$ cat src/rtl/ir_pkg.sv
// ir_pkg: shared state encoding and 25 MHz timing defaults for the IR receive arbiter
package ir_pkg;
  typedef enum logic [1:0] {ST_IDLE = 2'd0, ST_GRANT = 2'd1, ST_FLUSH = 2'd2} state_t;
  localparam int N_CH_DEF     = 4;
  localparam int CLK_HZ       = 25_000_000;
  localparam int IDLE_CYC_DEF = CLK_HZ / 100;
  localparam int MAX_CYC_DEF  = CLK_HZ / 1000 * 120;
endpackage

$ cat src/rtl/ir_sync2.sv
// ir_sync2: two-flop synchronizer for one idle-high IR line, resets to idle
module ir_sync2 (
  input  logic clk,
  input  logic rst_n,
  input  logic d,
  output logic q
);
  logic m;
  // Resetting to 1 keeps a reset from looking like a falling IR edge
  always_ff @(posedge clk or negedge rst_n) begin
    if (!rst_n) begin
      m <= 1'b1;
      q <= 1'b1;
    end else begin
      m <= d;
      q <= m;
    end
  end
endmodule

$ cat src/rtl/ir_rx_arbiter.sv
// ir_rx_arbiter: round-robin arbiter sharing one IR output among N_CH demodulated receivers
module ir_rx_arbiter
  import ir_pkg::*;
#(
  parameter int N_CH     = N_CH_DEF,
  parameter int IDLE_CYC = IDLE_CYC_DEF,
  parameter int MAX_CYC  = MAX_CYC_DEF
) (
  input  logic            clk,
  input  logic            rst_n,
  input  logic [N_CH-1:0] ir_i,
  input  logic [N_CH-1:0] ch_en,
  output logic            ir_o,
  output logic [N_CH-1:0] gnt,
  output logic            busy,
  output logic            wdog_err
);
  localparam int PW = (N_CH > 1) ? $clog2(N_CH) : 1;
  localparam int IW = $clog2(IDLE_CYC + 1);
  localparam int FW = $clog2(MAX_CYC + 1);
  logic [N_CH-1:0] s, gnt_n;
  state_t state, state_n;
  logic [PW-1:0] rr, rr_n, cur, cur_n, sel, nxt_ptr;
  logic [IW-1:0] idle_cnt, idle_n, idle_inc;
  logic [FW-1:0] frm_cnt, frm_n, frm_inc;
  logic found, ir_n, wdog_n;

  for (genvar g = 0; g < N_CH; g++) begin : g_sync
    ir_sync2 u_sync (.clk(clk), .rst_n(rst_n), .d(ir_i[g]), .q(s[g]));
  end

  // Round-robin search from rr upward; iterating backwards lets the nearest hit win
  always_comb begin
    logic [PW-1:0] j;
    found = 1'b0;
    sel = rr;
    j = rr;
    for (int k = N_CH - 1; k >= 0; k--) begin
      j = PW'((int'(rr) + k) % N_CH);
      if (ch_en[j] && !s[j]) begin
        found = 1'b1;
        sel = j;
      end
    end
  end

  // Saturating counter increments and the post-release pointer
  always_comb begin
    idle_inc = s[cur] ? ((idle_cnt == IW'(IDLE_CYC)) ? idle_cnt : idle_cnt + 1'b1) : '0;
    frm_inc  = (frm_cnt == FW'(MAX_CYC)) ? frm_cnt : frm_cnt + 1'b1;
    nxt_ptr  = (cur == PW'(N_CH - 1)) ? '0 : cur + 1'b1;
  end

  // Next-state logic; enable loss beats idle release, which beats the watchdog
  always_comb begin
    state_n = state;
    rr_n    = rr;
    cur_n   = cur;
    idle_n  = '0;
    frm_n   = '0;
    ir_n    = 1'b1;
    wdog_n  = 1'b0;
    gnt_n   = '0;
    case (state)
      ST_IDLE: begin
        if (found) begin
          state_n = ST_GRANT;
          cur_n   = sel;
          ir_n    = s[sel];
          gnt_n   = N_CH'(1) << sel;
        end
      end
      ST_GRANT: begin
        if (!ch_en[cur] || idle_inc == IW'(IDLE_CYC)) begin
          state_n = ST_IDLE;
          rr_n    = nxt_ptr;
        end else if (frm_inc == FW'(MAX_CYC)) begin
          state_n = ST_FLUSH;
          wdog_n  = 1'b1;
        end else begin
          idle_n = idle_inc;
          frm_n  = frm_inc;
          ir_n   = s[cur];
          gnt_n  = N_CH'(1) << cur;
        end
      end
      default: begin
        if (!ch_en[cur] || idle_inc == IW'(IDLE_CYC)) begin
          state_n = ST_IDLE;
          rr_n    = nxt_ptr;
        end else begin
          idle_n = idle_inc;
        end
      end
    endcase
  end

  // State and registered outputs; reset forces the line idle without a glitch
  always_ff @(posedge clk or negedge rst_n) begin
    if (!rst_n) begin
      state    <= ST_IDLE;
      rr       <= '0;
      cur      <= '0;
      idle_cnt <= '0;
      frm_cnt  <= '0;
      ir_o     <= 1'b1;
      gnt      <= '0;
      wdog_err <= 1'b0;
    end else begin
      state    <= state_n;
      rr       <= rr_n;
      cur      <= cur_n;
      idle_cnt <= idle_n;
      frm_cnt  <= frm_n;
      ir_o     <= ir_n;
      gnt      <= gnt_n;
      wdog_err <= wdog_n;
    end
  end

  assign busy = (state != ST_IDLE);
endmodule

$ cat config.mk
export PLATFORM = sky130hd
export DESIGN_NAME = ir_rx_arbiter
export DESIGN_NICKNAME = d
export VERILOG_FILES = /design/src/rtl/ir_pkg.sv /design/src/rtl/ir_sync2.sv /design/src/rtl/ir_rx_arbiter.sv
export SDC_FILE = /design/constraint.sdc
export NUM_CORES = 1
export LEC_CHECK = 0
export ABC_AREA = 0
export CAP_MARGIN = 20
export CORE_ASPECT_RATIO = 1.1
export CORE_MARGIN = 2
export CORE_UTILIZATION = 50
export CTS_BUF_LIST = sky130_fd_sc_hd__clkbuf_8
export DETAILED_ROUTE_END_ITERATION = 12
export PLACE_DENSITY = 0.71
export SLEW_MARGIN = 10
export SYNTH_ARGS = -nofsm -noshare
export SYNTH_HDL_FRONTEND = slang
export SYNTH_SLANG_ARGS = --single-unit
$ cat constraint.sdc
create_clock -name clk -period 3.7 [get_ports clk]
set_clock_uncertainty 0.1 [all_clocks]
set_input_delay 1.11 -clock clk [delete_from_list [all_inputs] [get_ports clk]]
set_output_delay 1.11 -clock clk [all_outputs]
set_load 0.01 [all_outputs]
==> results.cfg <==
[die]
dieArea_um2 = 8296
fp.dieH_um = 95.33
coreArea_um2 = 7391
initial_core_util = 0.5130
rows = 33
io_pins = 17
die_x_um = 87.03

[sta]
finalSetupViolations = 0
rsz0062_at_grt = no
fmax_mhz = 332.0
period_share = 0.8140
slew_violations = 0
worst_slew_margin_rel = 0.4745
hold_violations = 0
holdWs_ns = 0.2567
worstMarginPinSlew_ns = 0.7784
period_minus_slack_ns = 3.012
finalSetupTns_ns = 0

[clock_tree]
postCtsResizedCells = 0
cts_buffer_depth = 2
clock-root-buffer = clkbuf_8
cts_tree = done
ctsHoldBuffers = 0
post_cts_buffers = 0
htreeDepth = 3
clock_sinks = 60
clock_latency_ns = 0.34
path_clk_slew_ns = 0.07
cts_buffers = 9

[critical_path]
path_buf_inv = 0
path_cells = nand3_1, nor4_4, nand4_1, a211oi_1, nand4b_4, a21oi_4, nor4_1
endpoint_kind = flop
crit_arrival_ns = 3.10
path_delay_family = simple AND/OR/NAND/NOR gates
cp_slowest_cell = nor4_4
criticalPathCategory = reg -> reg
critPathMaxStageDelay_ns = 0.51
critPathMaxFanout = 18
startpoint_type = flop
critPathRequiredTime_ns = 3.79

[pwr]
finalPower_mw = 2.150
ir_worst_vdd_mv = 0.2549
p_per_area_nw_per_um2 = 511.6
p_leak_nw = 1.613

[layout]
nNetsFinal = 423
fillCellCount = 634
post-route-util = 0.5686
drive_gt1_frac = 0.1463
n_antenna_cell = 0
area_growth_pct = 10.86

[synthesis]
yosysSeqAreaShare = 0.3990
synth-seq-cells = 60
synth_edf_count = 0
synth_nets = 411
synth_cell_types = 71
synthesis.area_um2 = 3791
avgSynthCellArea_um2 = 9.647
ys.flop_type = dfrtp_1
syn_inst = 393
ys_async_sr_fraction = 1.000
yosysWarnings = 0

[hold_path]
min_path_type = reg -> reg

[grt]
grt_max_degree = 40
gr-total-overflow = 0
grt_pass1_wl_um = 13820
grt_pass1_vias = 2908
grt_use_total = 0.2122
antenna_found_initial = 0

[drt]
routed_wl_um = 8215
wl_per_cell_um = 16.53
drtPass1Iterations = 4
drc = 0
vias = 2967
drt_iter0_markers = 145
ant_nets = 0
vias_per_cell = 5.970

[flow_run]
maxCapViolations = 0

[status]
status = finished clean

[place]
dp_hpwl_um = 5811
place_congestion = 0.8351
portBuffers = 16
-- layer usage --
layer,up-vias,GRT usage,part of all wire
met5,-,0,0
met4,0,0.07552,0.017
met3,14,0.04416,0.028
met2,40,0.3473,0.50
met1,1481,0.2774,0.45
li1,1432,-,-
-- worst reg2reg max path: stages (launching register included) --
cell and delay, ns:
dfrtp_1 0.49, nand3_1 0.30, nor4_4 0.51, nand4_1 0.20, a211oi_1 0.41, nand4b_4 0.21, a21oi_4 0.50, nor4_1 0.15
-- cell families (layout without fill, tap and decap cells) --
kind of cell	after synthesis	count (layout)	synth area share
compound gates	49	49	0.1096
buf+inv	38	55	0.05082
fa+ha+maj	8	8	0.02640
flops	60	60	0.3990
mux	10	10	0.03036
xor+xnor	38	38	0.08779
simple gates	190	190	0.2960
-- where the power goes --
part           leakage (nW)  switching [mW]  internal, mW  total (mW)
combinational         0.698           0.370         0.239       0.609
clock                 0.121           0.278         0.446       0.724
sequential            0.793          0.0852         0.732       0.817
total                  1.61           0.734          1.42        2.15
-- flip-flops by register name, summed over array words and instances (netlist names) --
| register | count |
|---|---|
| wdog_err | 1 |
| idle_cnt | 18 |
| frm_cnt | 22 |
| rr | 2 |
| g_sync.u_sync.q | 4 |
| gnt | 4 |
| g_sync.u_sync.m | 4 |
| ir_o | 1 |
| cur | 2 |
| state | 2 |
-- cells in the mapped netlist, types with 3 or more instances --
| cell type | number | area (µm²) |
|---|---|---|
| a2111oi_0 | 3 | 26.28 |
| a21oi_1 | 5 | 25.02 |
| a31oi_1 | 4 | 25.02 |
| and2_1 | 5 | 31.28 |
| and3_1 | 4 | 25.02 |
| buf_2 | 5 | 25.02 |
| buf_4 | 5 | 37.54 |
| buf_6 | 3 | 33.78 |
| clkbuf_1 | 4 | 15.01 |
| dfrtp_1 | 51 | 1276 |
| dfstp_2 | 9 | 236.5 |
| ha_1 | 8 | 100.1 |
| inv_1 | 19 | 71.32 |
| mux2i_1 | 7 | 70.07 |
| nand2_1 | 34 | 127.6 |
| nand2b_1 | 7 | 43.79 |
| nand3_1 | 17 | 85.08 |
| nand3_2 | 3 | 30.03 |
| nand4_1 | 10 | 62.56 |
| nand4b_1 | 7 | 61.31 |
| nor2_1 | 39 | 146.4 |
| nor3_1 | 13 | 65.06 |
| nor3_2 | 3 | 30.03 |
| nor4_1 | 17 | 106.4 |
| o21ai_0 | 8 | 40.04 |
| o22ai_1 | 6 | 37.54 |
| or4_1 | 3 | 22.52 |
| xnor2_1 | 25 | 219.0 |
| xor2_1 | 13 | 113.9 |
-- final cells by class --
| class | instances | area (µm²) | area share |
|---|---|---|---|
| multi-input combinational | 295 | 2086 | 0.4963 |
| sequential | 60 | 1513 | 0.3599 |
| timing repair buffer | 20 | 185.2 | 0.04406 |
| clock buffer | 9 | 123.9 | 0.02947 |
| clock inverter | 7 | 115.1 | 0.02739 |
| tap | 87 | 108.9 | 0.02590 |
| inverter | 19 | 71.32 | 0.01697 |
-- per-stage QoR --
stage                     setup slack (ns)  instances  instance area (µm²)
final                               0.6881        497                 4203
after global placement              0.6467        481                 3964
after global routing                0.4227        497                 4203
after floorplan                      1.063        393                 3791
after detailed placement            0.5909        481                 3964
after CTS                           0.6820        497                 4203
-- placed cells by master, fill, tap and decap left out, types with 5 or more instances in the layout --
cell and n:
nand4_1 10, clkbuf_8 9, nand4b_1 7, dfstp_2 9
ha_1 8, nand3_1 17, o22ai_1 6, xor2_1 13
clkdlybuf4s50_1 15, mux2i_1 7, a21oi_1 5, nand2b_1 7
and2_1 5, nor4_1 17, nor3_1 13, nand2_1 34
o21ai_0 8, xnor2_1 25, nor2_1 39, dfrtp_1 51
inv_1 20
-- worst paths after layout --
check                                        start            endpoint  slack [ns]  cells after the start
worst max-delay path                    frm_cnt[2]         idle_cnt[1]        0.69                      7
worst min-delay path            g_sync[3].u_sync.m  g_sync[3].u_sync.q        0.26                      0
worst max register to register          frm_cnt[2]         idle_cnt[1]        0.69                      7
worst min register to register  g_sync[3].u_sync.m  g_sync[3].u_sync.q        0.26                      0
max in group asynchronous                    rst_n  g_sync[2].u_sync.m        2.00                      2
min in group asynchronous                    rst_n          frm_cnt[1]        0.61                      1
Note: power is estimated with default switching activity, not from simulation.
